`src/rtl/ksa_pipe_adder.sv`:
```
// Pipelined Kogge-Stone adder/subtractor with valid/ready handshake.
// One operand stage, LOGW prefix stages and one sum stage, all stalled together by out_ready.
module ksa_pipe_adder #(
  parameter int unsigned WIDTH = 32
) (
  input  logic             clk,
  input  logic             rst_n,
  input  logic             in_valid,
  output logic             in_ready,
  input  logic [WIDTH-1:0] in_a,
  input  logic [WIDTH-1:0] in_b,
  input  logic             in_cin,
  input  logic             in_sub,
  output logic             out_valid,
  input  logic             out_ready,
  output logic [WIDTH-1:0] out_sum,
  output logic             out_cout,
  output logic             out_ovf
);

  localparam int unsigned LOGW = $clog2(WIDTH);
  localparam int unsigned NST  = LOGW + 1;

  logic             advance;
  logic [WIDTH-1:0] b_eff;
  logic [WIDTH-1:0] p_in;
  logic [WIDTH-1:0] g_in;
  logic             c0_in;
  logic [WIDTH-1:0] carry;

  // Stage 0 holds p/g; stages 1..LOGW hold the prefix tree levels.
  logic             vld [NST];
  logic [WIDTH-1:0] gg  [NST];
  logic [WIDTH-1:0] pp  [NST];
  logic [WIDTH-1:0] ps  [NST];
  logic             cc  [NST];

  assign advance  = !out_valid || out_ready;
  assign in_ready = advance;

  // Operand conditioning; carry-in is folded into bit 0 generate.
  always_comb begin
    b_eff   = in_sub ? ~in_b : in_b;
    c0_in   = in_sub | in_cin;
    p_in    = in_a ^ b_eff;
    g_in    = in_a & b_eff;
    g_in[0] = g_in[0] | (p_in[0] & c0_in);
  end

  always_ff @(posedge clk or negedge rst_n) begin
    if (!rst_n) begin
      for (int unsigned k = 0; k < NST; k++) begin
        vld[k] <= 1'b0;
        gg[k]  <= '0;
        pp[k]  <= '0;
        ps[k]  <= '0;
        cc[k]  <= 1'b0;
      end
    end else if (advance) begin
      vld[0] <= in_valid;
      gg[0]  <= g_in;
      pp[0]  <= p_in;
      ps[0]  <= p_in;
      cc[0]  <= c0_in;
      // Level k combines spans at distance 2^(k-1); low bits keep their P/G.
      for (int unsigned k = 1; k < NST; k++) begin
        vld[k] <= vld[k-1];
        gg[k]  <= gg[k-1] | (pp[k-1] & (gg[k-1] << (1 << (k - 1))));
        pp[k]  <= pp[k-1] & ((pp[k-1] << (1 << (k - 1))) |
                             ((WIDTH'(1) << (1 << (k - 1))) - WIDTH'(1)));
        ps[k]  <= ps[k-1];
        cc[k]  <= cc[k-1];
      end
    end
  end

  assign carry = {gg[LOGW][WIDTH-2:0], cc[LOGW]};

  always_ff @(posedge clk or negedge rst_n) begin
    if (!rst_n) begin
      out_valid <= 1'b0;
      out_sum   <= '0;
      out_cout  <= 1'b0;
      out_ovf   <= 1'b0;
    end else if (advance) begin
      out_valid <= vld[LOGW];
      out_sum   <= ps[LOGW] ^ carry;
      out_cout  <= gg[LOGW][WIDTH-1];
      out_ovf   <= carry[WIDTH-1] ^ gg[LOGW][WIDTH-1];
    end
  end

endmodule

```
`config.mk`:
```
export PLATFORM = sky130hd
export DESIGN_NAME = ksa_pipe_adder
export DESIGN_NICKNAME = d
export VERILOG_FILES = /design/src/rtl/ksa_pipe_adder.sv
export SDC_FILE = /design/constraint.sdc
export NUM_CORES = 1
export LEC_CHECK = 0
export ABC_AREA = 1
export CORE_UTILIZATION = 55
export DETAILED_ROUTE_END_ITERATION = 10
export PLACE_DENSITY_LB_ADDON = 0.25
export SYNTH_ARGS = -nofsm -noshare
export SYNTH_HDL_FRONTEND = slang
export SYNTH_SLANG_ARGS = --single-unit
```
`constraint.sdc`:
```
create_clock -name clk -period 1.4 [get_ports clk]
set_input_delay 0.28 -clock clk [delete_from_list [all_inputs] [get_ports clk]]
set_output_delay 0.28 -clock clk [all_outputs]
set_load 0.03 [all_outputs]
```
# ---- Word level (Yosys, flattened, before mapping)
# Index checks and enable logic that the tools add are counted.
dict set report totals {
  register_bits 559
  input_bits 70
  out_inout_bits 36
  word_cells 57
}
dict set report op_classes {
  mux 1
  bitwise_logic 22
  n_reduce_logical 2
}
# cell n
set ops {}
lappend ops {{AND 32 bit} 10}
lappend ops {{OR 32 bit} 5}
lappend ops {{XOR 32 bit} 2}
lappend ops {{2-to-1 mux 32 bit} 1}
lappend ops {{NOT 32 bit} 1}
lappend ops {{OR 1 bit} 2}
lappend ops {{AND 1 bit} 1}
lappend ops {{zero test 1 bit} 1}
lappend ops {{logical OR 1 bit} 1}
lappend ops {{XOR 1 bit} 1}

# ---- Longest topological paths before layout
dict set report logic_depth {
  ltp_word 5
  mapped_depth 8
  depth_no_buf 6
}

# ---- Least setup slack after synthesis
# OpenSTA, ideal clock, no wires.
dict set report synth_timing {
  path_kind {input -> register}
  start {input in_sub}
  end {register gg[160] (netlist bit)}
  setup_time_ps 117
  t_arrival_ps 1282
  required_ps 1283
  path_slack_ps 1
  stages 6
  path_buffers 2
  cell_sequence {clkbuf_1 buf_2 xor2_1 ha_1 nand3_1 nand2_1}
}
dict set report synth_via {
  elab_chain_len 4
  elab_cells_between_ends 6
  cone_classes {1 x mux; 5 x bitwise}
}
# element line
set synth_lines {}
lappend synth_lines {{start, declared} 13} ;# input logic in_sub,
lappend synth_lines {{2-to-1 mux 32 bit} 43} ;# b_eff = in_sub ? ~in_b : in_b;
lappend synth_lines {{XOR 32 bit} 45} ;# p_in = in_a ^ b_eff;
lappend synth_lines {{net p_in[0]} 26} ;# logic [WIDTH-1:0] p_in;
lappend synth_lines {{AND 1 bit} 47} ;# g_in[0] = g_in[0] | (p_in[0] & c0_in);
lappend synth_lines {{OR 1 bit} 47}
lappend synth_lines {{end signal, assigned by index} 68} ;# gg[k] <= gg[k-1] | (pp[k-1] & (gg[k-1] << (1 << (k - 1))));
lappend synth_lines {{end, declared} 33} ;# logic [WIDTH-1:0] gg [NST];
# The timed path passes the listed nets, and every way through them passes these cells.
# A chain may end at the register's enable or synchronous reset.

# ---- Worst setup path in the final report
dict set report layout_timing {
  start {register out_valid}
  end {output in_ready}
}
dict set report layout_via {
  elab_chain_len 2
}
# element line
set layout_lines {}
lappend layout_lines {{start, declared} 14} ;# output logic out_valid,
lappend layout_lines {{start signal, assigned} 86} ;# out_valid <= vld[LOGW];
lappend layout_lines {{zero test 1 bit} 38} ;# assign advance = !out_valid || out_ready;
lappend layout_lines {{logical OR 1 bit} 38}
lappend layout_lines {{end, declared} 9} ;# output logic in_ready,
# Every way passes these cells.

==> flow_metrics.py <==
metrics = {
    "synthesis": {
        "yosys_warnings": 0,
        "synth_fp_nets": 2815,
        "synth.distinct_cells": 12,
        "ys_ff_latch": 529,
        "avgSynthCellArea_sq_um": 8.25,
        "synth_top_area_share_pct": 59.2,
        "synth_top_cell_by_area": "dfrtp_1",
        "synthTopCellsByArea": "dfrtp_1 59%, nand2_1 25%, inv_1 3.9%, o21ai_0 3.1%, nand3_1 3.0%",
        "ys_seq_area_share_pct": 59.2,
        "synth_cells": 2713,
        "netlist_area_sq_um": 22400,
    },
    "critical_path": {
        "startpoint_type": "flip-flop",
        "path_class": "flip-flop to primary output",
        "rrSetupSlack_ns": -0.11,
        "timing.rr.start": "out_valid",
        "worst-path-max-fanout": 4,
        "worstPathArrival_ns": 1.24,
        "crit_start": "out_valid",
        "critPathRequiredTime_ns": 1.12,
        "worstRegToRegCells": 6,
        "endpoint_kind": "primary output",
        "regToRegEndpoint": "ps[121]",
    },
    "flow_run": {
        "cap_violations": 0,
    },
    "clock_network": {
        "numClockSinks": 529,
        "clk_transition_reported_paths_ns": 0.06,
        "htreeDepth": 2,
        "cts_tree": "yes",
        "cts_buffers": 53,
        "clock_latency_ns": 0.60,
        "root_buffer": "clkbuf_16",
        "clockBufferDepth": 3,
    },
    "routing": {
        "dr.pass1.iters": 5,
        "via_per_inst": 5.26,
        "wl_per_cell_microns": 16.8,
        "first_iter_violations": 1366,
        "drt_wl_total_mm": 59.2,
        "drc": 0,
        "vias": 18500,
        "drtAntennaViolNets": 0,
    },
    "sta": {
        "whs_ns": 0.181,
        "period_minus_slack_ns": 1.52,
        "relSlewSlack_pct": 75.8,
        "hold_viol_final": 0,
        "tns_ns": -5.58,
        "skew_ns": 0.0255,
        "fmax_mhz": 657,
        "rsz0062_at_grt": "yes",
        "setup_violations": 249,
        "finalWorstSetupSlack_ns": -0.123,
        "fin_crit_sh_pct": 109,
        "finalMaxSlewViolations": 0,
        "tightest_slew_ns": 0.363,
    },
    "layout": {
        "final_cell_area_sq_um": 28700,
        "final_cell_mix": "1405 x nand2_1, 528 x dfrtp_1, 232 x inv_1",
        "antenna_cells": 0,
        "layout-drive-gt1-share_pct": 13.6,
        "area_growth_pct": 28.5,
        "nets": 3053,
        "fill_cells": 2848,
        "layout.cells.most_common": "nand2_1",
    },
    "die": {
        "io-pin-count": 106,
        "fp-row-count": 73,
        "die_h_microns": 204,
        "die_area_sq_um": 41500,
        "initial_core_util_pct": 56.0,
        "die_w_microns": 204,
        "core_sq_um": 39900,
    },
    "global_routing": {
        "grt_pass1_wl_mm": 88.2,
        "grt_max_degree": 62,
        "grt.overflow.total": 0,
        "antenna_found_initial": 0,
        "track_usage_pct": 26.5,
        "grt_pass1_vias": 17200,
    },
    "placed_design": {
        "post-dp-hpwl_mm": 35.6,
        "pre_cts_slack_ns": -0.365,
        "globalplace.congestion": 0.857,
        "placed_area_sq_um": 24900,
        "portBuffers": 105,
    },
    "power_and_ir_drop": {
        "power_mw": 61.4,
        "p_per_area_nw_per_um2": 2140,
        "power.leakage_nw": 15.6,
        "irDropWorstVdd_mv": 1.04,
    },
    "run_status": {
        "status": "complete, but fails checks",
        "violations": "negative setup slack",
    },
    "worst_hold_path": {
        "hold_path.class": "input port to async pin",
    },
}
[registers in the layout (all words and copies together) (netlist names)]
signal,flops
out_ovf,1
cc,5
carry,32
gg,161
out_valid,1
vld,6
out_sum,32
ps,156
out_cout,1
pp,134
[kinds of logic after synthesis]
family                     Yosys count  share of synthesized area (%)
DFF                                529                           59.2
xor gates and xnor gates            32                           1.25
buffers and inverters              353                           6.52
and+or+nand+nor                   1620                           28.0
AOI/OAI and AO/OA                  147                           3.29
adders and majority gates           32                           1.79
[worst max-delay path, cell delays in order (launching register included)]
cell and delay [ns]:
dfrtp_2 0.46, nand2_8 0.08, buf_6 0.12
[layer usage]
layer	up-vias	global-route usage, %	part of all wire (%)
li1	8758	-	-
met1	8938	37.9	43
met2	642	42.3	49
met3	139	3.24	5.4
met4	0	8.32	3.6
met5	-	0	0
[where the power goes]
group          internal (mW)  switching, mW  leakage, nW
Combinational           9.61           11.6         8.04
Sequential              21.2           5.14         6.73
Clock                   7.98           5.83        0.837
[synth_stat cells (all sizes together)]
library cell and n:
buf 106, clkbuf 14, dfrtp 529, ha 32, inv 233, nand2 1486
nand3 133, nor2 1, o21ai 147, xor2 32
[worst max path at each step]
stage,endpoint
3_5_place_dp,in_ready
6_report,in_ready
2_1_floorplan,gg[160]
4_1_cts,in_ready
5_1_grt,in_ready
3_3_place_gp,in_ready
[area by class of cell]
| type | instances | area, sq um | share of cell area, % |
|---|---|---|---|
| multi-input cells | 1831 | 8010 | 27.9 |
| well taps | 525 | 657 | 2.29 |
| inverters | 233 | 875 | 3.04 |
| clock inverters | 14 | 134 | 0.466 |
| clock buffers | 81 | 1550 | 5.40 |
| repair buffers | 303 | 4280 | 14.9 |
| flip-flops and latches | 529 | 13200 | 46.1 |
[what timing repair did]
item	in CTS	in global routing
setup buffers	33	8
cloned	10	47
hold buffers	1	0
hold endpoints to repair	434	0
pin swaps	1	46
setup endpoints to repair	417	538
gates resized for setup	159	176
[per-stage QoR]
step,utilization (%),cells
after floorplan,-,2713
after global placement,62.4,3328
after detailed placement,62.4,3328
after CTS,68.3,3466
after global routing,72.0,3516
final,72.0,3516
No activity file was read; power rests on OpenSTA's default activity.
